## src/rtl/seq_pattern_tx_pkg.sv

```systemverilog
// seq_pattern_tx_pkg: shared types and constants for the pattern serializer.
// The PARITY state is always declared here. It is only reachable when
// SEQ_PATTERN_TX_PARITY_EN is defined.
package seq_pattern_tx_pkg;

    // Width of the repetition count input and of the remaining-repetition register.
    localparam int REPEAT_W = 4;

    // Transmitter states.
    typedef enum logic [1:0] {
        IDLE   = 2'd0,
        SHIFT  = 2'd1,
        DONE   = 2'd2,
        PARITY = 2'd3
    } state_t;

endpackage

```

## src/rtl/seq_pattern_tx_flex_counter.sv

```systemverilog
// flex_counter: the team's counter with a programmable rollover value.
// When enabled, it counts 1..rollover_val_i and then wraps back to 1.
// clear_i forces the count to 0.
// rollover_flag_o is registered. It is high while count_o equals rollover_val_i.
module flex_counter #(
    parameter int NUM_CNT_BITS = 4
) (
    input  logic                    clk,
    input  logic                    n_rst,
    input  logic                    clear_i,
    input  logic                    count_enable_i,
    input  logic [NUM_CNT_BITS-1:0] rollover_val_i,
    output logic [NUM_CNT_BITS-1:0] count_o,
    output logic                    rollover_flag_o
);

    logic [NUM_CNT_BITS-1:0] count_q, count_d;
    logic                    flag_q, flag_d;

    // Next count: clear wins. Otherwise step, wrapping to 1 at the rollover value.
    always_comb begin
        count_d = count_q;
        if (clear_i) begin
            count_d = '0;
        end else if (count_enable_i) begin
            if (count_q == rollover_val_i) begin
                count_d = NUM_CNT_BITS'(1);
            end else begin
                count_d = count_q + 1'b1;
            end
        end
        flag_d = (count_d == rollover_val_i) && !clear_i;
    end

    // Count and flag registers with asynchronous clear.
    always_ff @(posedge clk or negedge n_rst) begin
        if (!n_rst) begin
            count_q <= '0;
            flag_q  <= 1'b0;
        end else begin
            count_q <= count_d;
            flag_q  <= flag_d;
        end
    end

    assign count_o         = count_q;
    assign rollover_flag_o = flag_q;

endmodule

```

## src/rtl/seq_pattern_tx.sv

```systemverilog
// seq_pattern_tx: serializes a captured pattern MSB first, repeat_cnt+1 times.
// The repetitions follow one another with no gap, and the transfer ends with
// a one-cycle done pulse. All outputs are registered Moore outputs.
// Optional feature: define SEQ_PATTERN_TX_PARITY_EN to append one even-parity
// cycle after every repetition.
module seq_pattern_tx
    import seq_pattern_tx_pkg::*;
#(
    parameter int   DATA_BITS  = 4,
    parameter logic IDLE_VALUE = 1'b1
) (
    input  logic                 clk,
    input  logic                 n_rst,
    input  logic                 start,
    input  logic [DATA_BITS-1:0] pattern,
    input  logic [REPEAT_W-1:0]  repeat_cnt,
    output logic                 busy,
    output logic                 done,
    output logic                 serial_out
);

    // The counter must be able to hold DATA_BITS itself (the rollover value).
    localparam int CNT_W = $clog2(DATA_BITS + 1);
    localparam int IDX_W = (DATA_BITS > 1) ? $clog2(DATA_BITS) : 1;

    state_t                state_q, state_d;
    logic [REPEAT_W-1:0]   rep_q, rep_d;
    logic [DATA_BITS-1:0]  pattern_q, pattern_d;
    logic                  busy_q, busy_d;
    logic                  done_q, done_d;
    logic                  serial_q, serial_d;

    logic                  cnt_clear;
    logic                  cnt_en;
    logic [CNT_W-1:0]      cnt_out;
    logic                  cnt_roll;
    logic [IDX_W-1:0]      bit_idx;
    logic                  rep_end;

    function automatic logic even_parity(input logic [DATA_BITS-1:0] w);
        return ^w;
    endfunction

    // cnt_out counts the bits of the current repetition already on the line
    // (1..DATA_BITS). The flag marks the cycle where bit 0 is being driven.
    flex_counter #(
        .NUM_CNT_BITS(CNT_W)
    ) u_bit_cnt (
        .clk            (clk),
        .n_rst          (n_rst),
        .clear_i        (cnt_clear),
        .count_enable_i (cnt_en),
        .rollover_val_i (CNT_W'(DATA_BITS)),
        .count_o        (cnt_out),
        .rollover_flag_o(cnt_roll)
    );

    // Index of the bit to drive next: after k bits sent, the next one is DATA_BITS-1-k.
    assign bit_idx = IDX_W'(DATA_BITS - 1 - int'(cnt_out));

    // Next-state logic. Outputs are computed for the next state so that they
    // come out of registers.
    always_comb begin
        state_d   = state_q;
        rep_d     = rep_q;
        pattern_d = pattern_q;
        busy_d    = 1'b0;
        done_d    = 1'b0;
        serial_d  = IDLE_VALUE;
        cnt_clear = 1'b0;
        cnt_en    = 1'b0;
        rep_end   = 1'b0;

        case (state_q)
            IDLE: begin
                if (start) begin
                    state_d   = SHIFT;
                    pattern_d = pattern;
                    rep_d     = repeat_cnt;
                    busy_d    = 1'b1;
                    serial_d  = pattern[DATA_BITS-1];
                    cnt_en    = 1'b1;
                end
            end
            SHIFT: begin
                if (!cnt_roll) begin
                    busy_d   = 1'b1;
                    serial_d = pattern_q[bit_idx];
                    cnt_en   = 1'b1;
                end else begin
`ifdef SEQ_PATTERN_TX_PARITY_EN
                    state_d  = PARITY;
                    busy_d   = 1'b1;
                    serial_d = even_parity(pattern_q);
`else
                    rep_end  = 1'b1;
`endif
                end
            end
`ifdef SEQ_PATTERN_TX_PARITY_EN
            PARITY: begin
                rep_end = 1'b1;
            end
`endif
            DONE: begin
                state_d = IDLE;
            end
            default: begin
                state_d   = IDLE;
                cnt_clear = 1'b1;
            end
        endcase

        // End of one repetition: either restart at the MSB, or finish.
        if (rep_end) begin
            if (rep_q != '0) begin
                rep_d    = rep_q - 1'b1;
                busy_d   = 1'b1;
                serial_d = pattern_q[DATA_BITS-1];
                cnt_en   = 1'b1;
                state_d  = SHIFT;
            end else begin
                state_d   = DONE;
                done_d    = 1'b1;
                cnt_clear = 1'b1;
            end
        end
    end

    // Control and output registers. Reset returns them to idle at once.
    always_ff @(posedge clk or negedge n_rst) begin
        if (!n_rst) begin
            state_q  <= IDLE;
            rep_q    <= '0;
            busy_q   <= 1'b0;
            done_q   <= 1'b0;
            serial_q <= IDLE_VALUE;
        end else begin
            state_q  <= state_d;
            rep_q    <= rep_d;
            busy_q   <= busy_d;
            done_q   <= done_d;
            serial_q <= serial_d;
        end
    end

    // Captured pattern. It is only read while a transfer is active, so it has no reset.
    always_ff @(posedge clk) begin
        pattern_q <= pattern_d;
    end

    assign busy       = busy_q;
    assign done       = done_q;
    assign serial_out = serial_q;

endmodule
```

## config.mk

```make
export PLATFORM = sky130hd
export DESIGN_NAME = seq_pattern_tx
export DESIGN_NICKNAME = d
export VERILOG_FILES = /design/src/rtl/seq_pattern_tx_pkg.sv /design/src/rtl/seq_pattern_tx_flex_counter.sv /design/src/rtl/seq_pattern_tx.sv
export SDC_FILE = /design/constraint.sdc
export NUM_CORES = 1
export LEC_CHECK = 0
export ABC_AREA = 1
export CELL_PAD_IN_SITES_DETAIL_PLACEMENT = 1
export CELL_PAD_IN_SITES_GLOBAL_PLACEMENT = 2
export CORE_ASPECT_RATIO = 1.4
export CORE_MARGIN = 5
export CORE_UTILIZATION = 27
export CTS_CLUSTER_DIAMETER = 120
export DETAILED_ROUTE_END_ITERATION = 8
export MAX_ROUTING_LAYER = met4
export PLACE_DENSITY = 0.67
export REMOVE_ABC_BUFFERS = 1
export SLEW_MARGIN = 20
export SYNTH_ARGS = -nofsm -noshare
export SYNTH_HDL_FRONTEND = slang
export SYNTH_SLANG_ARGS = --single-unit
```

## constraint.sdc

```tcl
create_clock -name clk -period 1.2 [get_ports clk]
set_input_delay 0.12 -clock clk [delete_from_list [all_inputs] [get_ports clk]]
set_output_delay 0.12 -clock clk [all_outputs]
set_load 0.01 [all_outputs]
```

# After elaboration in Yosys (flattened, before gate mapping)
# Index checks and enable logic that the tools add are counted.
[op_classes]
addsub = 3
order_cmp = 1
eq_ne = 6
n_mux = 30
n_reduce_logical = 7
[op_table]
columns = ["op", "n"]
rows = [
  ["$mux W1", 16],
  ["$mux W4", 4],
  ["$mux W3", 3],
  ["$eq A3 B3 Y1 const B", 2],
  ["$mux W2", 3],
  ["$pmux W1 S2", 2],
  ["$pmux W2 S2", 1],
  ["$reduce_and A2 Y1", 2],
  ["$reduce_bool A4 Y1", 1],
  ["$sub A4 B1 Y4 const B", 1],
  ["$add A3 B1 Y3 const B", 1],
  ["$lt A2 B3 Y1 const B", 1],
  ["$ne A3 B3 Y1 const B", 1],
  ["$reduce_or A3 Y1", 1],
  ["$bmux W1 S2", 1],
  ["$eq A2 B1 Y1 const B", 1],
  ["$eq A2 B2 Y1 const B", 1],
  ["$logic_not A2 Y1", 1],
  ["$ne A2 B2 Y1 const B", 1],
  ["$sub A2 B2 Y2 const A", 1],
  ["$logic_and A1 B1 Y1", 1],
  ["$logic_not A1 Y1", 1],
]
[word_totals]
register_bits = 17
input_bits = 11
out_inout_bits = 3
elab_cells = 55

# Depth between registers and ports, before layout
[logic_depth]
ltp_word = 8
mapped_depth = 9
ltp_nobuf = 9

# By module
# Synthesis repeated with hierarchy kept, for this count alone.
[hier_totals]
hier_cells = 126
hier_area_um2 = 987.2
[by_module_without_submodules]
columns = ["module", "n_inst", "cells_each", "area_per_inst_um2"]
rows = [
  ["seq_pattern_tx", 1, 79, 668.1],
  ["flex_counter", 1, 47, 319.1],
]

# Worst setup path before layout
# OpenSTA, ideal clock, no wires.
[synth_path]
path_kind = "register to register"
startpoint = "register rep_q[0]"
endpoint = "register u_bit_cnt.flag_q, in the netlist u_bit_cnt.rollover_flag_o"
t_arrival_ps = 1205
required_ps = 1129
slack_ps = -76
path_stages_with_launch = 10
n_path_buf = 1
cell_sequence = "dfrtp_1 -> inv_1 -> ha_1 -> nand3_1 -> nand2_2 -> buf_6 -> nand3_2 -> nand3_1 -> nand2_1 -> nor2_1"
[synth_between]
elab_chain_len = 7
[synth_lines]
columns = ["item", "line_no", "source"]
rows = [
  ["start: declaration", "seq_pattern_tx.sv:27", "logic [REPEAT_W-1:0] rep_q, rep_d;"],
  ["start signal: assignment", "seq_pattern_tx.sv:140", "rep_q <= rep_d;"],
  ["$reduce_bool A4 Y1 (*)", "seq_pattern_tx.sv:116", "if (rep_q != '0) begin"],
  ["$mux W1", "seq_pattern_tx.sv:116", ""],
  ["$mux W1", "seq_pattern_tx.sv:115", "if (rep_end) begin"],
  ["$mux W3", "seq_pattern_tx_flex_counter.sv:25", "end else if (count_enable_i) begin"],
  ["$mux W3", "seq_pattern_tx_flex_counter.sv:23", "if (clear_i) begin"],
  ["$eq A3 B3 Y1", "seq_pattern_tx_flex_counter.sv:32", "flag_d = (count_d == rollover_val_i) && !clear_i;"],
  ["$logic_and A1 B1 Y1 (*)", "seq_pattern_tx_flex_counter.sv:32", ""],
  ["named net u_bit_cnt.flag_d", "seq_pattern_tx_flex_counter.sv:18", "logic flag_q, flag_d;"],
  ["end signal: assignment", "seq_pattern_tx_flex_counter.sv:42", "flag_q <= flag_d;"],
  ["end: declaration", "seq_pattern_tx_flex_counter.sv:18", ""],
]
# The timed path passes the listed nets; every way through them passes the cells marked *.
# A chain may end at the register's enable or synchronous reset.

# Worst setup path in the final report
[layout_path]
startpoint = "register rep_q[1]"
endpoint = "register u_bit_cnt.flag_q, in the netlist u_bit_cnt.rollover_flag_o"
# The elaborated chain is that of the path after synthesis.

==> report_table.html <==
<table>
<tr><th>Metric</th><th>Value</th></tr>
<tr><th colspan="2">Run status</th></tr>
<tr><td>Run status</td><td>finished with violations</td></tr>
<tr><td>Failing checks</td><td>negative setup slack</td></tr>
<tr><th colspan="2">Floorplan</th></tr>
<tr><td>Die span in y</td><td>between 70 and 80 um</td></tr>
<tr><td>Die outline area</td><td>4510 sq um</td></tr>
<tr><td>Initial core utilization</td><td>0.2812</td></tr>
<tr><td>Standard cell core area</td><td>between 3000 and 4000 sq um</td></tr>
<tr><td>DIE WIDTH</td><td>about 58 um</td></tr>
<tr><td>Std-Cell Rows</td><td>24</td></tr>
<tr><td>IO Count</td><td>14</td></tr>
<tr><th colspan="2">Routing</th></tr>
<tr><td>Routed via count divided by cell count</td><td>about 4.5</td></tr>
<tr><td>Initial DRT Pass Iterations</td><td>2</td></tr>
<tr><td>Count of nets left with antenna violations after detail routing</td><td>0</td></tr>
<tr><td>Number of vias after detailed routing</td><td>between 800 and 900</td></tr>
<tr><td>Final routed wirelength across all metal layers</td><td>roughly 2500 um</td></tr>
<tr><td>Routed length per placed instance</td><td>13.94 um</td></tr>
<tr><td>Detailed router's first-iteration violation count</td><td>11</td></tr>
<tr><td>DRC</td><td>0</td></tr>
<tr><th colspan="2">Setup path</th></tr>
<tr><td>Crit path launch type</td><td>flop</td></tr>
<tr><td>Combined buffer and inverter count along the critical path</td><td>1</td></tr>
<tr><td>WP data arrival</td><td>about 1.4 ns</td></tr>
<tr><td>Highest net fanout along the worst path</td><td>2</td></tr>
<tr><td>Worst-case register-to-register setup slack</td><td>-0.08 ns</td></tr>
<tr><td>Cell depth of the worst flop-to-flop path</td><td>9</td></tr>
<tr><td>Most numerous cell on the critical path</td><td>nand2_1</td></tr>
<tr><td>Cell breakdown of the critical path</td><td>inv_2, ha_4, nand2_1, nor2_2, nand2_1, nand3_2, nand3_4, nand2_2, nor2_1</td></tr>
<tr><td>Max stage delay cell, worst path</td><td>dfrtp_1</td></tr>
<tr><td>Worst Path Required</td><td>roughly 1.4 ns</td></tr>
<tr><td>Largest delay contributor family on the critical path</td><td>simple AND/OR/NAND/NOR gates</td></tr>
<tr><td>Kind of end point of the critical path</td><td>flop</td></tr>
<tr><td>CP max stage delay</td><td>0.39 ns</td></tr>
<tr><td>Critical path start-end classification</td><td>reg2reg</td></tr>
<tr><td>RR Startpoint</td><td>rep_q[1]</td></tr>
<tr><td>Crit Reg-Reg Endpoint</td><td>u_bit_cnt.rollover_flag_o</td></tr>
<tr><th colspan="2">CTS</th></tr>
<tr><td>Insertion delay of the later-clocked pin in the worst-skew pair</td><td>roughly 0.25 ns</td></tr>
<tr><td>Number of levels in the clock H-tree</td><td>1</td></tr>
<tr><td>Number of buffers on the longest clock path</td><td>2</td></tr>
<tr><td>CTS Buf Count</td><td>3</td></tr>
<tr><td>Number of buffers inserted for hold repair after clock tree synthesis</td><td>0</td></tr>
<tr><td>CTS tree</td><td>done</td></tr>
<tr><td>Clock transition at path regs</td><td>about 0.070 ns</td></tr>
<tr><td>Clock tree sinks</td><td>17</td></tr>
<tr><td>CTS root buffer</td><td>clkbuf_8</td></tr>
<tr><th colspan="2">Timing</th></tr>
<tr><td>Post-layout minimum cycle time</td><td>about 1.3 ns</td></tr>
<tr><td>Final hold violation count</td><td>0</td></tr>
<tr><td>Worst setup margin</td><td>-0.08367 ns</td></tr>
<tr><td>RSZ-0062 raised after global routing</td><td>yes</td></tr>
<tr><td>Transition time at the pin with the least slew margin</td><td>between 0.15 and 0.2 ns</td></tr>
<tr><td>Count of final max-slew check failures</td><td>0</td></tr>
<tr><td>Worst rel slew slack</td><td>0.8685</td></tr>
<tr><td>Post-route clock skew</td><td>between 0.003 and 0.004 ns</td></tr>
<tr><td>Achievable frequency</td><td>roughly 0.78 GHz</td></tr>
<tr><td>Final number of setup-violating endpoints</td><td>13</td></tr>
<tr><td>Final worst path period share</td><td>1.070</td></tr>
<tr><th colspan="2">Final layout</th></tr>
<tr><td>Post-layout nets</td><td>between 150 and 200</td></tr>
<tr><td>Final non-filler cell area</td><td>approximately 1400 sq um</td></tr>
<tr><td>Cell Count, Final, Fillers Out</td><td>179</td></tr>
<tr><td>Fraction of final layout cells sized beyond drive strength 1</td><td>0.4357</td></tr>
<tr><td>Commonest non-fill, non-tap cells in the layout</td><td>nand2_1 (19), buf_4 (19), dfrtp_1 (12)</td></tr>
<tr><td>Diode insertion count for antenna repair</td><td>0</td></tr>
<tr><td>P&amp;R area growth vs syn</td><td>61.54%</td></tr>
<tr><th colspan="2">Placement</th></tr>
<tr><td>Instance area after placement</td><td>between 1000 and 1500 sq um</td></tr>
<tr><td>Worst setup timing slack at the placement stage</td><td>-0.1483 ns</td></tr>
<tr><td>Cell count after placement</td><td>~170</td></tr>
<tr><td>Routability congestion estimate from global placement</td><td>just under 0.8</td></tr>
<tr><td>Port buffer count</td><td>13</td></tr>
<tr><td>Half-perimeter wire length of the detailed placement result</td><td>~1800 um</td></tr>
<tr><th colspan="2">Logic synthesis</th></tr>
<tr><td>Cell count after synthesis</td><td>between 100 and 150</td></tr>
<tr><td>Synth Cell Area</td><td>~880 sq um</td></tr>
<tr><td>Count of warnings emitted by yosys</td><td>0</td></tr>
<tr><td>Number of synthesized register bits</td><td>17</td></tr>
<tr><td>Post-Synthesis Mean Instance Area</td><td>8.611 sq um</td></tr>
<tr><td>Count of cell types in the netlist</td><td>20</td></tr>
<tr><td>Post-synthesis sequential area ratio</td><td>0.5085</td></tr>
<tr><th colspan="2">GRT</th></tr>
<tr><td>Congestion Overflow GR</td><td>0</td></tr>
<tr><td>Number of global-route vias before repair</td><td>approximately 900</td></tr>
<tr><td>Combined global-route utilization of all metal layers</td><td>0.1200</td></tr>
<tr><td>Wire length of the first global-routing pass</td><td>4091 um</td></tr>
<tr><td>Maximum number of pins on one net before global-route repair</td><td>14</td></tr>
<tr><td>Initial antenna violation count</td><td>0</td></tr>
<tr><th colspan="2">Power</th></tr>
<tr><td>Sum of internal, switching and leakage power</td><td>between 1000 and 1500 uW</td></tr>
<tr><td>Cell Pwr Density</td><td>between 700 and 800 nW/um^2</td></tr>
<tr><td>Leakage Power</td><td>0.0006646 uW</td></tr>
<tr><td>Worst-case vdd ir drop</td><td>approximately 570 uV</td></tr>
<tr><th colspan="2">Run</th></tr>
<tr><td>Number of max-cap violations</td><td>0</td></tr>
<tr><th colspan="2">Hold path</th></tr>
<tr><td>Type of the tightest min-delay check</td><td>in2async</td></tr>
</table>
==> metal layers <==
layer,wire [um],up-vias,GRT usage
li1,-,402,-
met3,53,2,0.02159
met1,950,393,0.1282
met4,14,0,0.03480
met2,1476,6,0.2195
met5,0,-,-
==> worst max path at each step <==
stage | start | end | slack (ns) | cells after the start
6_report | rep_q[1] | u_bit_cnt.rollover_flag_o | -0.08 | 9
5_1_grt | rep_q[1] | u_bit_cnt.rollover_flag_o | -0.16 | 9
4_1_cts | state_q[1] | u_bit_cnt.rollover_flag_o | -0.04 | 8
3_5_place_dp | rep_q[1] | u_bit_cnt.rollover_flag_o | -0.15 | 9
3_3_place_gp | start | u_bit_cnt.rollover_flag_o | -0.11 | 8
2_1_floorplan | rep_q[0] | u_bit_cnt.rollover_flag_o | -0.09 | 9
==> kinds of logic (layout without fill, tap and decap cells) <==
family | Yosys count | count (layout) | share of synthesized area
simple gates | 45 | 45 | 0.2379
buf+inv | 20 | 58 | 0.09543
flops | 17 | 17 | 0.5086
compound gates | 15 | 15 | 0.09116
fa+ha+maj | 4 | 4 | 0.05698
xor+xnor | 1 | 1 | 0.009973
==> cell usage after synthesis (all sizes together) <==
cell	count	area share
inv	17	0.073
o21ai	10	0.057
dfstp	1	0.030
o211ai	2	0.017
ha	4	0.057
nand3	14	0.097
edfxtp	4	0.14
nor2	6	0.028
xnor2	1	0.010
or2	1	0.0071
dfrtp	12	0.34
buf	2	0.019
a21oi	3	0.017
clkinv	1	0.0043
nand2	24	0.11
==> layout make-up <==
cell class                      instances  area [sq um]
Clock buffer                            4         45.04
Fill cell                             390          1704
Tap cell                               39         48.80
Sequential cell                        17         446.7
Inverter                               18         80.08
Timing Repair Buffer                   36         322.8
Multi-Input combinational cell         65         475.5
==> metrics by stage <==
step           setup TNS, ns  utilization  hold WS [ns]
2_1_floorplan        -0.1478            -       -0.1756
4_1_cts             -0.07085       0.4223        0.1854
6_report             -0.4600       0.4543        0.1815
5_1_grt               -1.285       0.4543        0.1959
3_5_place_dp         -0.9461       0.3838        0.4532
3_3_place_gp         -0.6500       0.3838        0.4503
==> worst register-to-register path, stage by stage (launching register included) <==
cell and delay [ns]:
dfrtp_1 0.39, inv_2 0.09, ha_4 0.14, nand2_1 0.06, nor2_2 0.09, nand2_1 0.10
nand3_2 0.12, nand3_4 0.08, nand2_2 0.07, nor2_1 0.04
==> where the power goes <==
part,leakage [uW],switching (uW),total [uW],internal [uW]
sequential,0.000189,0,592,592
clock,0.0000228,200,435,235
combinational,0.000453,13.5,43.8,30.3
==> flip-flops by register name, indices dropped and copies added (netlist names) <==
signal / count
u_bit_cnt.count_o: 3
u_bit_cnt.rollover_flag_o: 1
serial_out: 1
pattern_q: 4
rep_q: 4
done: 1
busy: 1
state_q: 2
==> timing repair <==
action	in CTS	in global routing
endpoints found under the setup margin	17	15
buffers inserted	1	2
gates resized for setup	29	24
pin swaps	4	13
endpoints found under the hold margin	0	0
Power figures use the tool's default switching activity.
